==> src/rtl/sort_pkg.sv <==
// Shared helpers for the streaming odd-even transposition sorter.
// Index math for element slices and the median tap.
package sort_pkg;

    function automatic int med_idx(input int num);
        return (num - 1) / 2;
    endfunction

    function automatic int elem_lsb(input int i, input int w);
        return i * w;
    endfunction

endpackage

==> src/rtl/sort_cmp_stage.sv <==
// One registered compare-exchange layer of the odd-even transposition network.
// PARITY=1 pairs (i,i+1) with i even; PARITY=0 pairs them with i odd.
module sort_cmp_stage
    import sort_pkg::*;
#(
    parameter int DATA_WIDTH = 8,
    parameter int NUM        = 7,
    parameter int PARITY     = 1
) (
    input  logic                      clk,
    input  logic                      rst,
    input  logic                      clr,
    input  logic                      en,
    input  logic                      in_valid,
    input  logic                      in_desc,
    input  logic [NUM*DATA_WIDTH-1:0] in_data,
    output logic                      out_valid,
    output logic                      out_desc,
    output logic [NUM*DATA_WIDTH-1:0] out_data
);

    localparam int LO = 1 - PARITY;

    logic [NUM*DATA_WIDTH-1:0] data_d, data_q;
    logic                      valid_q, desc_q;

    for (genvar i = 0; i < NUM; i++) begin : g_el
        localparam int P = ((i % 2) == LO) ? i : i - 1;
        localparam int L = elem_lsb(i, DATA_WIDTH);
        if (P >= 0 && P + 1 < NUM) begin : g_pair
            logic [DATA_WIDTH-1:0] a, b;
            logic                  swap;
            assign a = in_data[elem_lsb(P, DATA_WIDTH) +: DATA_WIDTH];
            assign b = in_data[elem_lsb(P + 1, DATA_WIDTH) +: DATA_WIDTH];
            // Strict compares so equal keys never move
            assign swap = in_desc ? (a < b) : (a > b);
            if (i == P) begin : g_lo
                assign data_d[L +: DATA_WIDTH] = swap ? b : a;
            end else begin : g_hi
                assign data_d[L +: DATA_WIDTH] = swap ? a : b;
            end
        end else begin : g_pass
            assign data_d[L +: DATA_WIDTH] = in_data[L +: DATA_WIDTH];
        end
    end

    always_ff @(posedge clk) begin
        if (rst || clr) begin
            valid_q <= 1'b0;
            desc_q  <= 1'b0;
            data_q  <= '0;
        end else if (en) begin
            valid_q <= in_valid;
            desc_q  <= in_desc;
            data_q  <= data_d;
        end
    end

    assign out_valid = valid_q;
    assign out_desc  = desc_q;
    assign out_data  = data_q;

endmodule

==> src/rtl/sort_stream_pipe.sv <==
// Fully pipelined odd-even transposition sorter with valid/ready flow
// control, per-sample sort direction and a median tap.
module sort_stream_pipe
    import sort_pkg::*;
#(
    parameter int DATA_WIDTH = 8,
    parameter int NUM        = 7
) (
    input  logic                      clk,
    input  logic                      rst,
    input  logic                      refresh,
    input  logic                      in_valid,
    output logic                      in_ready,
    input  logic [NUM*DATA_WIDTH-1:0] in_data,
    input  logic                      in_desc,
    output logic                      out_valid,
    input  logic                      out_ready,
    output logic [NUM*DATA_WIDTH-1:0] out_data,
    output logic [DATA_WIDTH-1:0]     out_median,
    output logic                      out_desc
);

    localparam int VW  = NUM * DATA_WIDTH;
    localparam int MED = med_idx(NUM);

    logic          en;
    logic          valid_q, desc_q;
    logic [VW-1:0] data_q;
    logic [NUM:0]  v_s, d_s;
    logic [VW-1:0] dat_s [NUM+1];

    // Global stall: every stage freezes while the output is held
    assign en       = out_ready | ~out_valid;
    assign in_ready = en & ~rst & ~refresh;

    always_ff @(posedge clk) begin
        if (rst || refresh) begin
            valid_q <= 1'b0;
            desc_q  <= 1'b0;
            data_q  <= '0;
        end else if (en) begin
            valid_q <= in_valid;
            desc_q  <= in_desc;
            data_q  <= in_data;
        end
    end

    assign v_s[0]   = valid_q;
    assign d_s[0]   = desc_q;
    assign dat_s[0] = data_q;

    for (genvar k = 1; k <= NUM; k++) begin : g_stage
        sort_cmp_stage #(
            .DATA_WIDTH (DATA_WIDTH),
            .NUM        (NUM),
            .PARITY     (k % 2)
        ) u_stage (
            .clk       (clk),
            .rst       (rst),
            .clr       (refresh),
            .en        (en),
            .in_valid  (v_s[k-1]),
            .in_desc   (d_s[k-1]),
            .in_data   (dat_s[k-1]),
            .out_valid (v_s[k]),
            .out_desc  (d_s[k]),
            .out_data  (dat_s[k])
        );
    end

    assign out_valid  = v_s[NUM];
    assign out_desc   = d_s[NUM];
    assign out_data   = dat_s[NUM];
    assign out_median = dat_s[NUM][elem_lsb(MED, DATA_WIDTH) +: DATA_WIDTH];

endmodule

==> config.mk <==
export PLATFORM = sky130hd
export DESIGN_NAME = sort_stream_pipe
export DESIGN_NICKNAME = d
export VERILOG_FILES = /design/src/rtl/sort_pkg.sv /design/src/rtl/sort_cmp_stage.sv /design/src/rtl/sort_stream_pipe.sv
export SDC_FILE = /design/constraint.sdc
export NUM_CORES = 1
export LEC_CHECK = 0
export CAP_MARGIN = 20
export CORE_AREA = 10 10 312 314
export CTS_CLUSTER_DIAMETER = 150
export DETAILED_ROUTE_END_ITERATION = 7
export DIE_AREA = 0 0 322 324
export DONT_BUFFER_PORTS = 1
export GPL_TIMING_DRIVEN = 0
export PLACE_DENSITY = 0.5
export SLEW_MARGIN = 5
export SYNTH_ARGS = -nofsm -noshare
export SYNTH_HDL_FRONTEND = slang
export SYNTH_SLANG_ARGS = --single-unit
==> constraint.sdc <==
create_clock -name clk -period 2.45 [get_ports clk]
set_input_delay 0.245 -clock clk [delete_from_list [all_inputs] [get_ports clk]]
set_output_delay 0.245 -clock clk [all_outputs]
set_load 0.05 [all_outputs]
; Yosys cells after proc, flatten, opt, wreduce, memory -nomap -nowiden
; Index checks and enable logic that the tools add are counted.
[word_totals]
reg_bits = 464
in_bits = 62
out_inout_bits = 67
word_cells = 136
[classes]
n_lt_le_gt_ge = 42
n_mux = 63
bitwise = 6
n_reduce_logical = 1
[ops]
columns = cell, count
row1 = 8-bit two-way mux, 42
row2 = 8-bit > comparator, 21
row3 = 8-bit < comparator, 21
row4 = 1-bit two-way mux, 21
row5 = 1-bit inverter, 3
row6 = 1-bit bitwise AND, 2
row7 = 1-bit logical OR, 1
row8 = 1-bit OR, 1

; Longest topological paths before layout
; Gate-level depths: netlist of run 1.
[logic_depth]
depth_word = 4
mapped_depth = 8
ltp_nobuf = 7

; Modules after synthesis
; Synthesis of run 1 repeated with hierarchy kept, for this count alone.
[unflattened]
hier_cells = 3680
area_unflattened_um2 = 27154.8
[by_module_without_submodules]
columns = mod, instances, cells_each, area_per_inst_um2, seq_area_each_um2
row1 = sort_cmp_stage at g_stage[1].u_stage ..., 6, 488, 3563.4, 1161.1
row2 = sort_cmp_stage at g_stage[7].u_stage, 1, 488, 3590.9, 1161.1
row3 = sort_stream_pipe, 1, 264, 2183.3, 1161.1

; Worst setup path after synthesis of run 1
; No wires, ideal clock.
[synth_path]
path_type = reg-to-output
startpoint = register g_stage[7].u_stage.valid_q
endpoint = output port in_ready
arrival_ns = 2.102
required_time_ns = 2.205
setup_slack_ns = 0.103
stages_incl_launch_ff = 7
path_buffers = 4
path_cell_list = dfxtp_1 -> nor2b_1 -> clkbuf_1 -> clkbuf_1 -> clkbuf_1 -> clkbuf_1 -> nor2_1
[synth_between]
elab_chain_len = 4
[synth_rtl]
columns = element, line
row1 = "start, declared", sort_cmp_stage.sv:25  ; logic valid_q, desc_q;
row2 = "start signal, assigned", sort_cmp_stage.sv:53  ; valid_q <= in_valid;
row3 = 1-bit inverter, sort_stream_pipe.sv:33  ; assign en = out_ready | ~out_valid;
row4 = 1-bit OR, sort_stream_pipe.sv:33
row5 = 1-bit bitwise AND (2 in a row), sort_stream_pipe.sv:34  ; assign in_ready = en & ~rst & ~refresh;
row6 = "end, declared", sort_stream_pipe.sv:13  ; output logic in_ready,
; No other way between the ends.

; Final worst setup path of run 1
[layout_path]
startpoint = register g_stage[5].u_stage.data_q[39]
endpoint = register g_stage[6].u_stage.data_q[37]
[layout_between]
elab_chain_len = 3
word_cells_on_any_way = 4
cone_classes = order compare (2) / mux (2)
[layout_rtl]
columns = element, line
row1 = "start, declared", sort_cmp_stage.sv:24  ; logic [NUM*DATA_WIDTH-1:0] data_d, data_q;
row2 = "start signal, assigned", sort_cmp_stage.sv:55  ; data_q <= data_d;
row3 = 8-bit > comparator or 8-bit < comparator (tied branches), sort_cmp_stage.sv:36  ; assign swap = in_desc ? (a < b) : (a > b);
row4 = 1-bit two-way mux *, sort_cmp_stage.sv:36
row5 = 8-bit two-way mux *, sort_cmp_stage.sv:40  ; assign data_d[L +: DATA_WIDTH] = swap ? a : b;
row6 = "end signal, assigned", sort_cmp_stage.sv:55
row7 = "end, declared", sort_cmp_stage.sv:24
; Every way passes the cells marked *; elsewhere a longest branch is shown, timed or not.
; A chain may end at the register's enable or synchronous reset.

==> results.yml, run 1 <==
final_layout:
  drive_gt1_share_pct: 18.9
  diodes: 0
  area_delta_synth_final_pct: 17.6
  final_area_sq_um: 31800
  layout.nets: 3843
  nFillCells: 9677
setup_path:
  critPathKind: "reg -> reg"
  crit_buf_inv: 2
  path_max_fanout: 8
  crit_family: "compound AO/OA/AOI/OAI gates"
  worstSetupStartpointType: "flop"
  timing.rr.start: "g_stage[5].u_stage.out_data[39]$_SDFFE_PP0N_"
  cp_slowest_stage_delay_ns: 0.42
  cp.arrival_ns: 2.93
  path_cells: "inv_1 > ha_1 > nand4_1 > a211oi_1 > a211o_1 > clkbuf_1 > mux2_2"
  slowest_stage: "dfxtp_1"
  cp-end-kind: "flop"
  required_ns: 2.96
  crit_start: "g_stage[5].u_stage.out_data[39]$_SDFFE_PP0N_"
sta:
  worst_pin_slew_ns: 1.19
  post-route-min-period_ns: 2.42
  drv_slew: 0
  period_share_pct: 98.7
  skew_ns: 0.0213
  tns_ns: 0
  hold_viol: 0
  relSlewSlack_pct: 20.4
  clock.fmax_ghz: 0.414
  setup_viol: 0
  post-route-worst-setup-slack_ns: 0.0321
floorplanning:
  die_area_sq_um: 104000
  ioPinCount: 129
  row_count: 111
  die_w_um: 322
  start_util_pct: 29.7
  die_y_um: 324
  design.core.area_sq_um: 91100
global_routing:
  antenna_found_initial: 3
  grt_max_degree: 20
  grt_first_pass_wirelength_um: 147000
  gr-total-overflow: 0
  gr-usage-all-layers_pct: 18.0
  grt_pass1_vias: 24100
clock_network:
  cts_tree: "yes"
  htreeDepth: 2
  clockRootBuffer: "clkbuf_16"
  clockBufferDepth: 3
  cts.sinks: 464
  clk_latency_ns: 0.63
  numCtsBuffers: 51
  clkTransAtPathRegs_ns: 0.07
job:
  max-cap-violations: 0
placement:
  dp_hpwl_um: 75300
  place_ws_ns: -1.49
  place_congestion: 0.914
  place_area_sq_um: 28500
  port-buffer-count: 0
logic_synthesis:
  ys_types: 33
  syn_nets: 3708
  ys_warn_count: 0
  netlist_area_sq_um: 27000
  yosys-top-cells-area: "dfxtp_1, a21oi_1, mux2_2"
  yosys.area.top_type: "dfxtp_1"
  synth_top_area_share_pct: 34.4
  synth_seq_cells: 464
  synthCells: 3478
  syn_area_per_cell_sq_um: 7.77
  synth-seq-area-share_pct: 34.4
drt:
  ant_nets: 0
  wl_per_cell_um: 20.2
  routed_wl_um: 97800
  drc: 0
  drt_iter0_markers: 1921
  vias: 25100
  drt-pass1-iter-count: 6
  via_per_inst: 5.19
power_and_ir_drop:
  p_leak_nw: 11.5
  p_per_area_nw_per_um2: 557
  ir_worst_vdd_mv: 0.458
  finalPower_mw: 17.7
hold_path:
  hold_class: "in -> reg"
  hold_path.startpoint: "in_data[22]"
run_status:
  status: "completed"
registers in the layout (all words and copies together), names as in the netlist:
register	flops
g_stage.u_stage.out_valid	7
g_stage.u_stage.out_data	392
desc_q	1
valid_q	1
data_q	56
g_stage.u_stage.out_desc	7
logic make-up (layout without fill, tap and decap cells):
family | count (synthesis) | in the layout | share of synthesized area [%]
AO/OA/AOI/OAI | 989 | 989 | 20.8
adder cells (fa/ha/maj) | 168 | 168 | 7.78
buffers and inverters | 454 | 631 | 7.26
flip-flops | 464 | 464 | 34.4
multiplexers | 336 | 336 | 14.0
AND/OR/NAND/NOR | 1067 | 1067 | 15.8
worst paths after layout:
path / endpoint / slack (ns) / cells past startpoint
setup / recovery: g_stage[6].u_stage.out_data[37]$_SDFFE_PP0N_ / 0.03 / 7
hold / removal: data_q[22]$_SDFFE_PP0N_ / 0.30 / 3
setup reg to reg: g_stage[6].u_stage.out_data[37]$_SDFFE_PP0N_ / 0.03 / 7
hold reg to reg: g_stage[1].u_stage.out_data[55]$_SDFFE_PP0N_ / 0.45 / 2
metal layers:
| layer | global-route usage, % | part of all wire (%) | up-vias |
|---|---|---|---|
| li1 | - | - | 12200 |
| met1 | 23.9 | 46 | 12200 |
| met2 | 30.6 | 47 | 643 |
| met3 | 2.18 | 4.9 | 121 |
| met4 | 4.31 | 2.3 | 0 |
| met5 | 0 | 0 | - |
per-stage QoR:
step	hold slack [ns]	utilization (%)	std cells
floorplan	0.385	-	3478
global placement	0.387	31.3	4664
detailed placement	0.391	31.3	4665
CTS	0.273	34.6	4835
global route	0.323	34.9	4841
finish	0.301	34.9	4841
timing repair:
item	4_1_cts	5_1_grt
endpoints found under the setup margin	465	389
gates cloned	0	1
hold endpoints to repair	58	0
resized for setup	86	90
hold buffers	58	0
buffers inserted	23	11
pin swaps	14	15
placed cells by master, fill, tap and decap left out, types with 6 or more instances in the layout:
| cell | synthesis | routed |
|---|---|---|
| nor2_1 | 24 | 22 |
| o211a_1 | 10 | 10 |
| nand3_1 | 11 | 11 |
| a21o_2 | 9 | 9 |
| mux2_2 | 336 | 336 |
| inv_1 | 169 | 169 |
| nor2b_1 | 22 | 21 |
| clkbuf_2 | 0 | 39 |
| nand2_1 | 946 | 946 |
| a221oi_4 | 0 | 11 |
| ha_1 | 168 | 168 |
| dfxtp_2 | 0 | 11 |
| clkbuf_8 | 0 | 9 |
| a311o_2 | 9 | 9 |
| o21ai_0 | 12 | 12 |
| a311oi_4 | 2 | 11 |
| a211o_1 | 10 | 6 |
| a211oi_1 | 21 | 6 |
| a211oi_4 | 0 | 10 |
| nand4_1 | 42 | 42 |
| nor3_2 | 0 | 8 |
| a211oi_2 | 10 | 15 |
| clkinv_2 | 0 | 9 |
| bufinv_16 | 0 | 7 |
| clkbuf_16 | 0 | 55 |
| dfxtp_1 | 464 | 449 |
| a21oi_1 | 840 | 840 |
| buf_2 | 15 | 17 |
| o211ai_1 | 21 | 21 |
| dlygate4sd3_1 | 0 | 58 |
| a21o_1 | 23 | 23 |
| buf_1 | 17 | 13 |
| and3_4 | 9 | 9 |
| buf_4 | 64 | 93 |
| clkbuf_1 | 186 | 139 |
power by group:
part	leakage [nW]	internal, mW	switching (mW)
clock	0.873	4.92	3.50
sequential	3.76	7.62	0.0913
combinational	6.90	0.669	0.903
total	11.5	13.2	4.49
tightest hold or removal path, stage by stage:
cell	delay, ns
dlygate4sd3_1	0.53
nand2_1	0.06
a21oi_1	0.05
cells in the mapped netlist:
| master | n |
|---|---|
| nand2_1 | 946 |
| a21oi_1 | 840 |
| dfxtp_1 | 464 |
| mux2_2 | 336 |
| clkbuf_1 | 186 |
| inv_1 | 169 |
| ha_1 | 168 |
| buf_4 | 64 |
| nand4_1 | 42 |
| nor2_1 | 24 |
| a21o_1 | 23 |
| nor2b_1 | 22 |
| a211oi_1 | 21 |
| o211ai_1 | 21 |
| buf_1 | 17 |
| buf_2 | 15 |
| o21ai_0 | 12 |
| a221oi_2 | 11 |
| nand3_1 | 11 |
| a211o_1 | 10 |
| a211oi_2 | 10 |
| o211a_1 | 10 |
| a21o_2 | 9 |
| a311o_2 | 9 |
| a311oi_2 | 9 |
| and3_4 | 9 |
| nor3_1 | 9 |
| clkinv_1 | 3 |
| a311o_1 | 2 |
| a311oi_4 | 2 |
| and3_1 | 2 |
| nand2b_1 | 1 |
| or2_2 | 1 |
layout make-up:
class	count	area, sq um	share of cell area, %
well taps	1186	1480	4.67
multi-input cells	2560	16200	51.0
repair buffers	94	920	2.89
inverters	172	646	2.03
plain buffers	270	1410	4.44
flip-flops and latches	464	9320	29.3
clock inverters	23	320	1.01
clock buffers	72	1470	4.62
No activity file was read; power rests on OpenSTA's default activity.
==> run 2: changes to the inputs <==
SYNTH_HIERARCHICAL = 1   (was unset)
==> run 2 against run 1 <==
  * Clock skew up 0.0015 ns
  * Worst setup slack gained 0.13 ns
  * Cell area down 2.2%
  * Critical path depth decreased by 3
  * Sequential share of layout area is 0.59 points higher
  * Non-clock buffer count is 103 lower
==> results.yml, run 2 <==
power_and_ir_drop:
  p_comb_share_pct: 8.5
  finalPower_mw: 17.2
  clkPwrFrac_pct: 46.7
  sw_frac_of_total_pct: 24.7
  ir_worst_vdd_mv: 0.512
  p_per_area_nw_per_um2: 553
  switchingPower_mw: 4.25
  p_leak_nw: 15.4
  p_int_mw: 12.9
  p_seq_share_pct: 44.7
logic_synthesis:
  synthTopCellsByCount: "nand2_1, nor2_1, dfxtp_1, mux2i_1, inv_1"
  synth_top_area_share_pct: 34.2
  synth-seq-area-share_pct: 34.2
  synthCells: 3680
  synth_ff_type: "dfxtp_1"
  synth_edf_count: 0
  synthArstFlopShare_pct: 0
  ys_warn_count: 6
  netlist_area_sq_um: 27200
  yosys-top-cells-area: "dfxtp_1, mux2i_1, nand2_1"
  syn_area_per_cell_sq_um: 7.38
  yosysMostFrequentCell: "nand2_1"
  ys_types: 33
  yosys.area.top_type: "dfxtp_1"
  syn_nets: 3910
  synth_seq_cells: 464
clock_network:
  clockRootBuffer: "clkbuf_16"
  cts_tree: "yes"
  htreeDepth: 2
  clockBufferDepth: 3
  numCtsBuffers: 54
  clk_latency_ns: 0.63
  clkTransAtPathRegs_ns: 0.06
  cts.sinks: 464
drt:
  via_per_inst: 4.60
  wl_per_cell_um: 15.4
  ant_nets: 0
  drt-pass1-iter-count: 6
  drt_iter0_markers: 1234
  vias: 23100
  routed_wl_um: 77000
  drc: 0
sta:
  tns_ns: 0
  relSlewSlack_pct: 52.0
  post-route-min-period_ns: 2.28
  period_share_pct: 93.2
  setup_viol: 0
  hold_slack_ns: 0.115
  skew_ns: 0.0228
  drv_slew: 0
  rsz0062_at_grt: "true"
  hold_viol: 0
  worst_pin_slew_ns: 0.720
  clock.fmax_ghz: 0.438
global_routing:
  grt_first_pass_wirelength_um: 123000
  grt.met2_usage_pct: 25.6
  global_route.usage.met1_pct: 18.1
  top_usage_layer: "met2"
  antenna_found_initial: 1
  gr-total-overflow: 0
  grt_max_degree: 21
  grt_pass1_vias: 22500
  gr-usage-all-layers_pct: 14.5
  met3_usage_pct: 2.22
final_layout:
  drive_gt1_share_pct: 6.50
  layout.nets: 4023
  largest_reg_flops: 392
  final_common_cell: "nand2_1"
  nFillCells: 9749
  final_cell_mix: "nand2_1, nor2_1, dfxtp_1"
  diodes: 0
  area_delta_synth_final_pct: 14.4
setup_path:
  cp-end-kind: "output pin"
  critPathKind: "reg -> out"
  timing.rr.start: "g_stage[7].u_stage/out_valid$_SDFFE_PP0P_"
  r2r_slack_ns: 0.17
  path_max_fanout: 10
  rr_worst_depth: 9
  cp.arrival_ns: 2.04
  required_ns: 2.20
  rr_endpoint: "g_stage[4].u_stage/out_data[42]$_SDFFE_PP0P_"
  worstSetupStartpointType: "flop"
placement:
  port-buffer-count: 0
  dp_hpwl_um: 61000
  place_congestion: 0.801
floorplanning:
  row_count: 111
  start_util_pct: 29.8
  ioPinCount: 129
  design.core.area_sq_um: 91100
  die_w_um: 322
  die_y_um: 324
  die_area_sq_um: 104000
hold_path:
  min_to: "data_q[53]$_SDFFE_PP0P_"
  hold_path_depth: 5
  hold_class: "in -> reg"
  hold_path.startpoint: "out_ready"
run_status:
  status: "completed"
job:
  max-cap-violations: 0
run 2: cell count changes in the layout (fill, tap and decap cells not counted), sizes merged, moves of 62 or more:
cell / before / now
clkbuf: 247 / 185
a21oi: 840 / 105
nor2: 24 / 764
mux2: 336 / 0
nand2b: 1 / 168
mux2i: 0 / 406
run 2: worst max-delay path by stage:
stage | start | to | slack [ns] | depth (start not counted)
global route | g_stage[7].u_stage/out_valid$_SDFFE_PP0P_ | g_stage[4].u_stage/out_data[43]$_SDFFE_PP0P_ | -0.006 | 10
floorplan | g_stage[7].u_stage/out_valid$_SDFFE_PP0P_ | g_stage[7].u_stage/out_valid$_SDFFE_PP0P_ | 0.22 | 9
detailed placement | g_stage[7].u_stage/out_valid$_SDFFE_PP0P_ | g_stage[7].u_stage/out_data[47]$_SDFFE_PP0P_ | -1.06 | 10
global placement | g_stage[7].u_stage/out_valid$_SDFFE_PP0P_ | g_stage[7].u_stage/out_data[47]$_SDFFE_PP0P_ | -1.08 | 10
CTS | g_stage[7].u_stage/out_valid$_SDFFE_PP0P_ | g_stage[6].u_stage/out_data[45]$_SDFFE_PP0P_ | 0.002 | 10
finish | g_stage[7].u_stage/out_valid$_SDFFE_PP0P_ | in_ready | 0.17 | 4
run 2: worst max-delay path, stage by stage (launching register included):
cell,delay [ns]
dfxtp_4,0.40
nor2b_4,0.17
buf_6,0.15
buf_2,0.20
nor2_2,0.48
run 2: layout make-up:
cell class              count  area (sq um)  share of cell area (%)
plain buffers             203          1110                    3.57
clock buffers              81          1600                    5.16
clock inverters            12           134                   0.431
inverters                 176           666                    2.14
multi-input cells        2836         16200                    52.1
flip-flops and latches    464          9290                    29.9
well taps                1186          1480                    4.78
repair buffers             58           581                    1.87
run 2: power by group through the flow:
stage	sequential [mW]	combinational [mW]	clock (mW)
2_1_floorplan	7.83	1.11	0
3_3_place_gp	7.86	1.38	0
3_5_place_dp	7.86	1.39	0
4_1_cts	7.69	1.47	8.33
5_1_grt	7.70	1.63	8.62
6_report	7.69	1.47	8.03
run 2: routing by layer:
metal / vias up / wire [um]
li1: 12100 / -
met4: 0 / 1890
met3: 105 / 3050
met2: 394 / 36500
met5: - / 0
met1: 10400 / 35500
run 2: metrics by stage:
stage                     cells  worst slack, ns  utilization [%]  instance area, sq um
after floorplan            3680            0.225                -                 27200
after global placement     4866            -1.08             31.4                 28600
after detailed placement   4866            -1.06             31.4                 28600
after CTS                  5016          0.00196             34.0                 31000
after global routing       5016         -0.00590             34.1                 31100
final                      5016            0.165             34.1                 31100
run 2: timing repair:
item	in CTS	in global routing
hold endpoints to repair	58	0
pin swaps	0	0
gates resized for setup	38	53
hold buffers	58	0
setup buffers	0	0
setup endpoints to repair	407	226
run 2: cells by family (layout without fill, tap and decap cells):
family	after synthesis	in the layout	share of synthesized area [%]
AND/OR/NAND/NOR	2002	2002	30.3
buffers and inverters	380	530	6.15
flip-flops	464	464	34.2
AO/OA/AOI/OAI	260	260	6.68
multiplexers	406	406	15.0
adder cells (fa/ha/maj)	168	168	7.74
